==> config.mk <==
export PLATFORM = sky130hd
export DESIGN_NAME = pic_inta_master
export DESIGN_NICKNAME = d
export VERILOG_FILES = /design/src/rtl/pic_inta_master.sv
export SDC_FILE = /design/constraint.sdc
export NUM_CORES = 1
export LEC_CHECK = 0
export ABC_AREA = 1
export BUFFER_PORTS_ARGS = -buffer_cell sky130_fd_sc_hd__buf_2
export CELL_PAD_IN_SITES_DETAIL_PLACEMENT = 0
export CELL_PAD_IN_SITES_GLOBAL_PLACEMENT = 2
export CORE_MARGIN = 2
export CORE_UTILIZATION = 33
export CTS_CLUSTER_SIZE = 8
export DETAILED_ROUTE_END_ITERATION = 10
export PLACE_DENSITY_LB_ADDON = 0.1
export SYNTH_ARGS = -nofsm -noshare
export SYNTH_HDL_FRONTEND = slang
export SYNTH_SLANG_ARGS = --single-unit
==> constraint.sdc <==
create_clock -name CLK_I -period 4.66 [get_ports CLK_I]
set_input_delay 0.932 -clock CLK_I [delete_from_list [all_inputs] [get_ports CLK_I]]
set_output_delay 0.932 -clock CLK_I [all_outputs]
set_load 0.05 [all_outputs]
==> src/rtl/pic_inta_master.sv <==
// CPU-side interrupt-acknowledge sequencer: watches INTR, drives the two-pulse INTA
// handshake and hands the captured vector to the host through a one-deep valid/ready slot.
module pic_inta_master #(
    parameter int INTA_WIDTH = 2,
    parameter int GAP_CYCLES = 1
) (
    input  logic        CLK_I,
    input  logic        RST_I,
    input  logic        EN_I,
    input  logic        INTR_I,
    output logic        INTA_O,
    input  logic [7:0]  DataBus,
    output logic [7:0]  VEC_O,
    output logic        VEC_VALID_O,
    input  logic        VEC_READY_I,
    output logic        SPURIOUS_O,
    output logic        BUSY_O,
    output logic [15:0] ACK_CNT_O
);

    typedef enum logic [2:0] {
        ST_IDLE    = 3'd0,
        ST_ACK1    = 3'd1,
        ST_GAP     = 3'd2,
        ST_ACK2    = 3'd3,
        ST_RECOVER = 3'd4
    } state_t;

    localparam logic [15:0] W_LAST = 16'(INTA_WIDTH - 1);
    localparam logic [15:0] G_LAST = 16'(GAP_CYCLES - 1);

    state_t      state_r;
    logic [15:0] timer_r;
    logic        inta_r;
    logic [7:0]  vec_r;
    logic        vec_valid_r;
    logic        spurious_r;
    logic        busy_r;
    logic [15:0] ack_cnt_r;
    logic        slot_free_s;

    // Holding slot is free when empty or being drained on this edge.
    always_comb begin
        slot_free_s = 1'b0;
        if (!vec_valid_r || VEC_READY_I) begin
            slot_free_s = 1'b1;
        end else begin
            slot_free_s = 1'b0;
        end
    end

    // Sequencer FSM, holding register and capture counter.
    always_ff @(posedge CLK_I) begin
        if (RST_I) begin
            state_r     <= ST_IDLE;
            timer_r     <= 16'd0;
            inta_r      <= 1'b0;
            vec_r       <= 8'h00;
            vec_valid_r <= 1'b0;
            spurious_r  <= 1'b0;
            busy_r      <= 1'b0;
            ack_cnt_r   <= 16'd0;
        end else begin
            spurious_r <= 1'b0;
            // Host handshake; a capture later in this block overrides the clear.
            if (vec_valid_r && VEC_READY_I) begin
                vec_valid_r <= 1'b0;
            end
            case (state_r)
                ST_IDLE: begin
                    if (EN_I && INTR_I && slot_free_s) begin
                        state_r <= ST_ACK1;
                        inta_r  <= 1'b1;
                        busy_r  <= 1'b1;
                        timer_r <= 16'd0;
                    end
                end
                ST_ACK1: begin
                    if (timer_r == W_LAST) begin
                        state_r <= ST_GAP;
                        inta_r  <= 1'b0;
                        timer_r <= 16'd0;
                    end else begin
                        timer_r <= timer_r + 16'd1;
                    end
                end
                ST_GAP: begin
                    if (timer_r == G_LAST) begin
                        timer_r <= 16'd0;
                        if (INTR_I) begin
                            state_r <= ST_ACK2;
                            inta_r  <= 1'b1;
                        end else begin
                            state_r    <= ST_RECOVER;
                            spurious_r <= 1'b1;
                        end
                    end else begin
                        timer_r <= timer_r + 16'd1;
                    end
                end
                ST_ACK2: begin
                    if (timer_r == W_LAST) begin
                        state_r     <= ST_RECOVER;
                        inta_r      <= 1'b0;
                        timer_r     <= 16'd0;
                        vec_r       <= DataBus;
                        vec_valid_r <= 1'b1;
                        if (ack_cnt_r != 16'hFFFF) begin
                            ack_cnt_r <= ack_cnt_r + 16'd1;
                        end
                    end else begin
                        timer_r <= timer_r + 16'd1;
                    end
                end
                // Request is ignored here so pic has time to drop INTR.
                ST_RECOVER: begin
                    if (timer_r == G_LAST) begin
                        state_r <= ST_IDLE;
                        busy_r  <= 1'b0;
                        timer_r <= 16'd0;
                    end else begin
                        timer_r <= timer_r + 16'd1;
                    end
                end
                default: begin
                    state_r <= ST_IDLE;
                    inta_r  <= 1'b0;
                    busy_r  <= 1'b0;
                    timer_r <= 16'd0;
                end
            endcase
        end
    end

    assign INTA_O      = inta_r;
    assign VEC_O       = vec_r;
    assign VEC_VALID_O = vec_valid_r;
    assign SPURIOUS_O  = spurious_r;
    assign BUSY_O      = busy_r;
    assign ACK_CNT_O   = ack_cnt_r;

endmodule

; ---- After elaboration in Yosys (flattened, before gate mapping)
; Cells that the tools add are included.
[word_totals]
inputBits = 13
reg_bits = 47
[op_classes]
addsub = 2
bitwise = 4
eq_ne = 13
reduce_logical = 16
n_mux = 23
[op_table]
columns = operator, count
row1 = $mux W16, 3
row2 = $pmux W16 S3, 1
row3 = $add A16 B1 Y16 const B, 2
row4 = $mux W3, 6
row5 = $eq A16 B1 Y1 const B, 1
row6 = $logic_not A16 Y1, 1
row7 = $ne A16 B16 Y1 const B, 1
row8 = $pmux W3 S5, 1
row9 = $ne A2 B2 Y1 const B, 6
row10 = $mux W1, 10
row11 = $reduce_and A5 Y1, 2
row12 = $eq A3 B2 Y1 const B, 2
row13 = $reduce_and A3 Y1, 2
row14 = $reduce_or A3 Y1, 2
row15 = $not A1 Y1, 4
row16 = $pmux W1 S4, 1
row17 = $reduce_or A2 Y1, 2
row18 = $eq A3 B1 Y1 const B, 1
row19 = $eq A3 B3 Y1 const B, 1
row20 = $logic_and A1 B1 Y1, 3
row21 = $logic_not A3 Y1, 1
row22 = $pmux W1 S3, 1
row23 = $ne A2 B1 Y1 const B, 1
row24 = $reduce_and A2 Y1, 1
row25 = 2 further kinds, 2

; ---- Logic depth before layout (Yosys ltp)
; Gate-level depths: netlist of the first run.
[depth]
depth_word = 6
ltp_mapped = 10

; ---- Worst setup path after synthesis of the first run
; OpenSTA, ideal clock, no wires.
[synth_timing]
kind = reg-to-reg
startpoint = reg ack_cnt_r[0], in the netlist ACK_CNT_O[0]
endpoint = reg ack_cnt_r[11], in the netlist ACK_CNT_O[11]
slack_ns = 2.708
t_arrival_ns = 1.882
stages_incl_launch_ff = 11
n_path_buf = 1
setup_time_ns = 0.070
required_ns = 4.590
cell_sequence = dfxtp_1 ha_1 inv_1 nor2_2 nand2_2 nor2_4 nor2_4 nand2_4 buf_6 nand2_1 a21oi_1
[synth_via]
elab_chain_cells = 2
elab_cells_between_ends = 3
cone_classes = 1 x add/sub / 1 x eq/ne / 1 x reduce/logical
[synth_rtl]
columns = element, line
row1 = start: declaration, 39  ; logic [15:0] ack_cnt_r;
row2 = start signal: assignment, 109  ; ack_cnt_r <= ack_cnt_r + 16'd1;
row3 = branches (longest 2 deep; another with $add A16 B1 Y16), -
; Several ways; the timed one is not identified.
; A chain may end at the register's enable or synchronous reset.

; ---- Final worst setup path of the first run
[layout_timing]
startpoint = reg ack_cnt_r[0], in the netlist ACK_CNT_O[0]
endpoint = out ACK_CNT_O[0]
[layout_rtl]
columns = element, line
row1 = end: declaration, 18  ; output logic [15:0] ACK_CNT_O
; No word-level cell between the ends.

==> results of run 1 <==
-- flip-flops by register name, summed over array words and instances (netlist names) --
name         count
ACK_CNT_O       16
timer_r         16
VEC_O            8
state_r          3
BUSY_O           1
INTA_O           1
SPURIOUS_O       1
VEC_VALID_O      1
-- cell families (layout without fill, tap and decap cells) --
group / Yosys count / count (layout) / share of synthesized area, %
XOR/XNOR: 12 / 12 / 4.02
adder cells (fa/ha/maj): 4 / 4 / 1.91
AND/OR/NAND/NOR: 234 / 234 / 40.3
flip-flops: 47 / 47 / 36.0
AO/OA/AOI/OAI: 50 / 50 / 10.4
buffers and inverters: 47 / 87 / 7.37
-- worst paths after layout --
kind | from | end | slack, ps
hold reg to reg | BUSY_O$_SDFFE_PP0P_ | BUSY_O$_SDFFE_PP0P_ | 470
hold / removal | BUSY_O$_SDFFE_PP0P_ | BUSY_O$_SDFFE_PP0P_ | 470
setup reg to reg | state_r[0]$_SDFFE_PP0P_ | ACK_CNT_O[1]$_SDFFE_PP0P_ | 2780
setup / recovery | ACK_CNT_O[0]$_SDFFE_PP0P_ | ACK_CNT_O[0] | 2660
-- through the flow --
stage | utilization, % | instances | hold WS, ps | worst slack [ps] | power, mW
final | 39.3 | 536 | 465 | 2660 | 1.05
after global routing | 39.3 | 536 | 498 | 2480 | 1.12
after CTS | 39.3 | 536 | 468 | 2650 | 1.07
after detailed placement | 37.7 | 528 | 453 | 2330 | 0.738
after global placement | 37.7 | 528 | 448 | 2360 | 0.741
after floorplan | - | 394 | 472 | 2710 | 0.671
-- cell usage in the layout (no fill, tap or decap), types with 2 or more instances in the layout --
master / instances
nand3_1: 27
and2_1: 2
o21bai_1: 2
nand2_1: 116
nand3_2: 2
nand2_2: 4
clkbuf_8: 6
xor2_1: 7
xnor2_1: 5
ha_1: 4
nand3b_1: 2
nor2_4: 3
o211ai_1: 4
o21ai_0: 7
nor2_2: 5
buf_2: 40
dfxtp_1: 47
nor3_1: 6
inv_1: 35
inv_2: 2
a21oi_1: 34
nand4_1: 13
nor2_1: 50
nand2_4: 2
-- final cells by class --
type                    count  area (µm²)  share of cell area (%)
clock inverters             2        38.8                    1.28
multi-input cells         300        1480                    49.0
repair buffers             40         200                    6.63
flip-flops and latches     47         941                    31.2
inverters                  39         149                    4.93
well taps                 102         128                    4.23
clock buffers               6        82.6                    2.74
-- metal layers --
layer / GRT usage, % / routed length, µm
met5: 0 / 0
met4: 4.41 / 74
met3: 2.98 / 296
met2: 24.2 / 2760
met1: 24.1 / 3510
-- power by group --
group,switching (mW),internal [mW]
combinational,0.206,0.0765
sequential,0.0241,0.421
clock,0.150,0.177
==> flow_summary.ini, run 1 <==
[synth]
synth-edff-count = 0
synth_most_common_cell = nand2_1
syn_inst = 394
syn_area_um2 = 2610
netlist_top_cells_count = 116 x nand2_1, 50 x nor2_1, 47 x dfxtp_1
synth_seq_cells = 47
synth.distinct_cells = 33
synth_top_cell_by_area = dfxtp_1
synth_nets = 411
syn_avg_cell_area_um2 = 6.63
ys_top_cells_by_area = dfxtp_1 36%, nand2_1 17%, nor2_1 7.2%
synth-main-ff-cell = dfxtp_1
synthArstFlopShare_pct = 0
yosys_warnings = 0
ys_seq_area_share_pct = 36.0
yosys.area.top_type_share_pct = 36.0

[floorplanning]
io_pins = 41
initial_core_util_pct = 34.0
core_region_area_um2 = 7690
die_w_um = 93.0
die_area_um2 = 8650
rows = 32
fp.dieH_um = 93.0

[timing]
finalSetupViolCount = 0
relSlewSlack_pct = 56.9
rsz0062_at_grt = false
slew_violations = 0
final_hold_viol_count = 0
finalSetupTns_ps = 0
skew_ps = 10.1
period_minus_slack_ps = 2000
fmax_mhz = 500
worst_pin_slew_ps = 646
period_share_pct = 42.9

[clocking]
cts_sinks = 47
ctsRootBufferMaster = clkbuf_8
ctsResizeCount = 0
clkTransAtPathRegs_ps = 100
h-tree-depth = 2
worstSkewPairLatency_ps = 310
clockBufferDepth = 2
cts_buffers = 5
cts_setup_buffers = 0
cts_tree = done
postCtsHoldBufs = 0

[detailed_routing]
firstDrtPassIters = 4
vias_per_cell = 4.71
route.antenna.remaining_nets = 0
routed_wl_um = 6630
remaining_drc_errors = 0
via_count = 2526
initialDrtViolationCount = 133
wire_per_inst_um = 12.4

[setup_path]
cp_slowest_cell = dfxtp_1
cp.required_ps = 3730
cp_top_family = flip-flops
max_stage_delay_ps = 450
crit_fanout = 6
crit_cells = 1
critical_path_arrival_ps = 1070
setup.worst_path.end_class = output port
critPathKind = reg2out
path_cells = buf_2
startpoint_type = register
crit_buf_inv = 1
worst-r2r-cell-count = 9

[pwr]
ir_worst_vdd_mv = 0.169
power_density_nw_per_um2 = 349
power.leakage_nw = 1.27

[grt]
grt_antenna_before_repair = 0
grt_overflow = 0
grt_max_degree = 33
grt_pass1_vias = 2247
track_usage_pct = 16.3
grt_pass1_wl_um = 11200

[status]
status = finished, final reports clean

[place]
port_buffers = 40
placed_area_um2 = 2900
dp_hpwl_um = 4950
gp_congestion = 0.775

[final_layout]
diodes = 0
fin_area_um2 = 3020
nFillCells = 866
fin_nets = 450
drive_gt1_share_pct = 15.9
area_growth_syn_to_layout_pct = 15.5

[run]
drv_cap = 0

[hold_path]
hp-class = reg2reg
hold_depth = 2
Note: power is estimated with default switching activity, not from simulation.
==> inputs of run 2 (changes only) <==
- ABC_AREA: 1 -> 0
- CORE_UTILIZATION: 33 -> 29
- clock period: 4.66 -> 1.7 ns (I/O delays scaled with it)
==> flow_summary.ini, run 2 <==
[pwr]
combPwrFrac_pct = 28.0
p_sw_mw = 0.910
power.leakage_nw = 1.33
p_seq_share_pct = 38.8
ir_worst_vdd_mv = 0.338
clkPwrFrac_pct = 33.2
internal-power_mw = 2.10
power_density_nw_per_um2 = 908
swShare_pct = 30.2

[setup_path]
cp_top_family = simple AND/OR/NAND/NOR gates
setup.worst_path.end_class = register
startpoint_type = register
crit_buf_inv = 2
critPathKind = reg2reg
cp.required_ps = 1940
critical_path_arrival_ps = 2070
rr_startpoint = timer_r[1]$_SDFFE_PP0P_
crit_fanout = 2
rrSetupSlack_ps = -130
worst-r2r-cell-count = 8
crit_cells = 8
r2r-end = ACK_CNT_O[13]$_SDFFE_PP0P_
cp_slowest_cell = or4b_4
path_cells = inv_2 -> ha_4 -> nor3b_2 -> and4_4 -> buf_6 -> and3_4 -> or4b_4 -> a21oi_2
max_stage_delay_ps = 460

[run]
drv_cap = 0

[timing]
worst_pin_slew_ps = 342
final_hold_viol_count = 0
rsz0062_at_grt = true
period_share_pct = 108
whs_ps = 257
slew_violations = 0
period_minus_slack_ps = 1830
relSlewSlack_pct = 76.9
skew_ps = 15.0
fmax_mhz = 545
finalSetupViolCount = 14
setup_ws_ps = -135

[final_layout]
fin_util_pct = 43.4
final_cell_mix = 47 x buf_4, 40 x buf_2, 29 x dfxtp_1
drive_gt1_share_pct = 42.0
final_common_cell = buf_4
fin_nets = 378
diodes = 0
area_growth_syn_to_layout_pct = 45.6

[grt]
track_usage_pct = 15.3
grt_pass1_wl_um = 10500
grt_antenna_before_repair = 0
grt_pass1_vias = 2192
grt_max_degree = 26
grt_overflow = 0

[synth]
synth_most_common_cell = dfxtp_1
ys_seq_area_share_pct = 41.3
ys_top_cells_by_area = dfxtp_1 41%, a21oi_1 5.5%, nor2_1 4.9%
synth_seq_cells = 47
synth_nets = 290
synth-edff-count = 0
syn_area_um2 = 2280
netlist_top_cells_count = 47 x dfxtp_1, 30 x nor2_1, 29 x nand2_1
synth-main-ff-cell = dfxtp_1
synth.distinct_cells = 43
syn_avg_cell_area_um2 = 8.34
yosys_warnings = 0
syn_inst = 273
synthArstFlopShare_pct = 0
yosys.area.top_type_share_pct = 41.3
synth_top_cell_by_area = dfxtp_1

[clocking]
cts_buffers = 5
worstSkewPairLatency_ps = 310
clockBufferDepth = 2
cts_tree = done
clkTransAtPathRegs_ps = 100
postCtsHoldBufs = 0
cts_sinks = 47
ctsRootBufferMaster = clkbuf_8
h-tree-depth = 2

[place]
dp_hpwl_um = 4620
port_buffers = 40
gp_congestion = 0.770

[detailed_routing]
wire_per_inst_um = 13.6
firstDrtPassIters = 4
vias_per_cell = 4.82
remaining_drc_errors = 0
routed_wl_um = 6300
initialDrtViolationCount = 37
via_count = 2237
route.antenna.remaining_nets = 0

[floorplanning]
rows = 32
fp.dieH_um = 92.6
io_pins = 41
die_w_um = 92.6
core_region_area_um2 = 7650
initial_core_util_pct = 29.8
die_area_um2 = 8580

[hold_path]
hold_depth = 3
min_from = DataBus[4]
hp-class = in2reg
worstHoldEndpoint = VEC_O[4]$_SDFFE_PP0P_

[status]
status = finished, violations left
violations = setup timing
==> run 2: power groups by stage <==
stage          logic (mW)  registers [mW]  clock network (mW)
2_1_floorplan       0.351            1.25                   0
3_3_place_gp        0.681            1.19                   0
3_5_place_dp        0.673            1.19                   0
4_1_cts             0.827            1.16                1.03
5_1_grt             0.921            1.18                1.07
6_report            0.842            1.17                1.00
==> run 2: worst max-delay path by stage <==
stage	from	slack, ps	endpoint
5_1_grt	timer_r[12]$_SDFFE_PP0P_	-250	ACK_CNT_O[9]$_SDFFE_PP0P_
3_5_place_dp	timer_r[9]$_SDFFE_PP0P_	-180	ACK_CNT_O[13]$_SDFFE_PP0P_
6_report	timer_r[1]$_SDFFE_PP0P_	-130	ACK_CNT_O[13]$_SDFFE_PP0P_
3_3_place_gp	timer_r[9]$_SDFFE_PP0P_	-120	ACK_CNT_O[13]$_SDFFE_PP0P_
2_1_floorplan	timer_r[1]$_SDFFE_PP0P_	-50	ACK_CNT_O[13]$_SDFFE_PP0P_
4_1_cts	timer_r[12]$_SDFFE_PP0P_	-170	ACK_CNT_O[13]$_SDFFE_PP0P_
==> run 2: routing by layer <==
metal  share of wire, %  vias to the layer above  wire, µm  track usage (%)
met3                4.5                        6       284             2.85
met4                1.2                        0        74             4.78
met2                 43                       46      2720             23.9
met1                 51                     1031      3230             21.4
li1                   -                     1154         -                -
met5                  0                        -         0                0
==> run 2: kinds of logic after synthesis <==
logic type	count (synthesis)	share of synthesized area, %
muxes	1	0.440
buffers and inverters	22	4.23
xor gates and xnor gates	16	6.15
adders and majority gates	4	2.20
DFF	47	41.3
and+or+nand+nor	125	29.8
AOI/OAI and AO/OA	58	15.9
==> run 2: timing repair <==
action                     CTS  global route
buffers inserted             2             0
gates cloned                 1             0
pin swaps                    8             2
setup endpoints to repair   37            46
gates resized for setup     25             9
==> run 2: worst reg2reg max path, stage by stage (launching register included) <==
cell and delay [ps]:
dfxtp_2 330, inv_2 70, ha_4 110, nor3b_2 140
and4_4 240, buf_6 100, and3_4 170, or4b_4 460
a21oi_2 150
==> run 2: cell type report <==
class                           count  area [µm²]
Fill cell                         812        4330
Multi-Input combinational cell    204        1370
Sequential cell                    47         983
Timing Repair Buffer               95         669
Tap cell                          102         128
Clock buffer                        5        68.8
Clock inverter                      3        66.3
Inverter                            8        30.0
==> run 2: per-stage QoR <==
step / std cells / power, mW / cell area, µm² / worst slack (ps) / TNS (ps)
after detailed placement: 454 / 1.86 / 3030 / -180 / -1170
after global routing: 464 / 3.17 / 3320 / -247 / -4380
after CTS: 464 / 3.02 / 3280 / -169 / -1380
after global placement: 454 / 1.87 / 3030 / -120 / -927
after floorplan: 273 / 1.60 / 2360 / -47.5 / -79.7
final: 464 / 3.01 / 3320 / -135 / -657
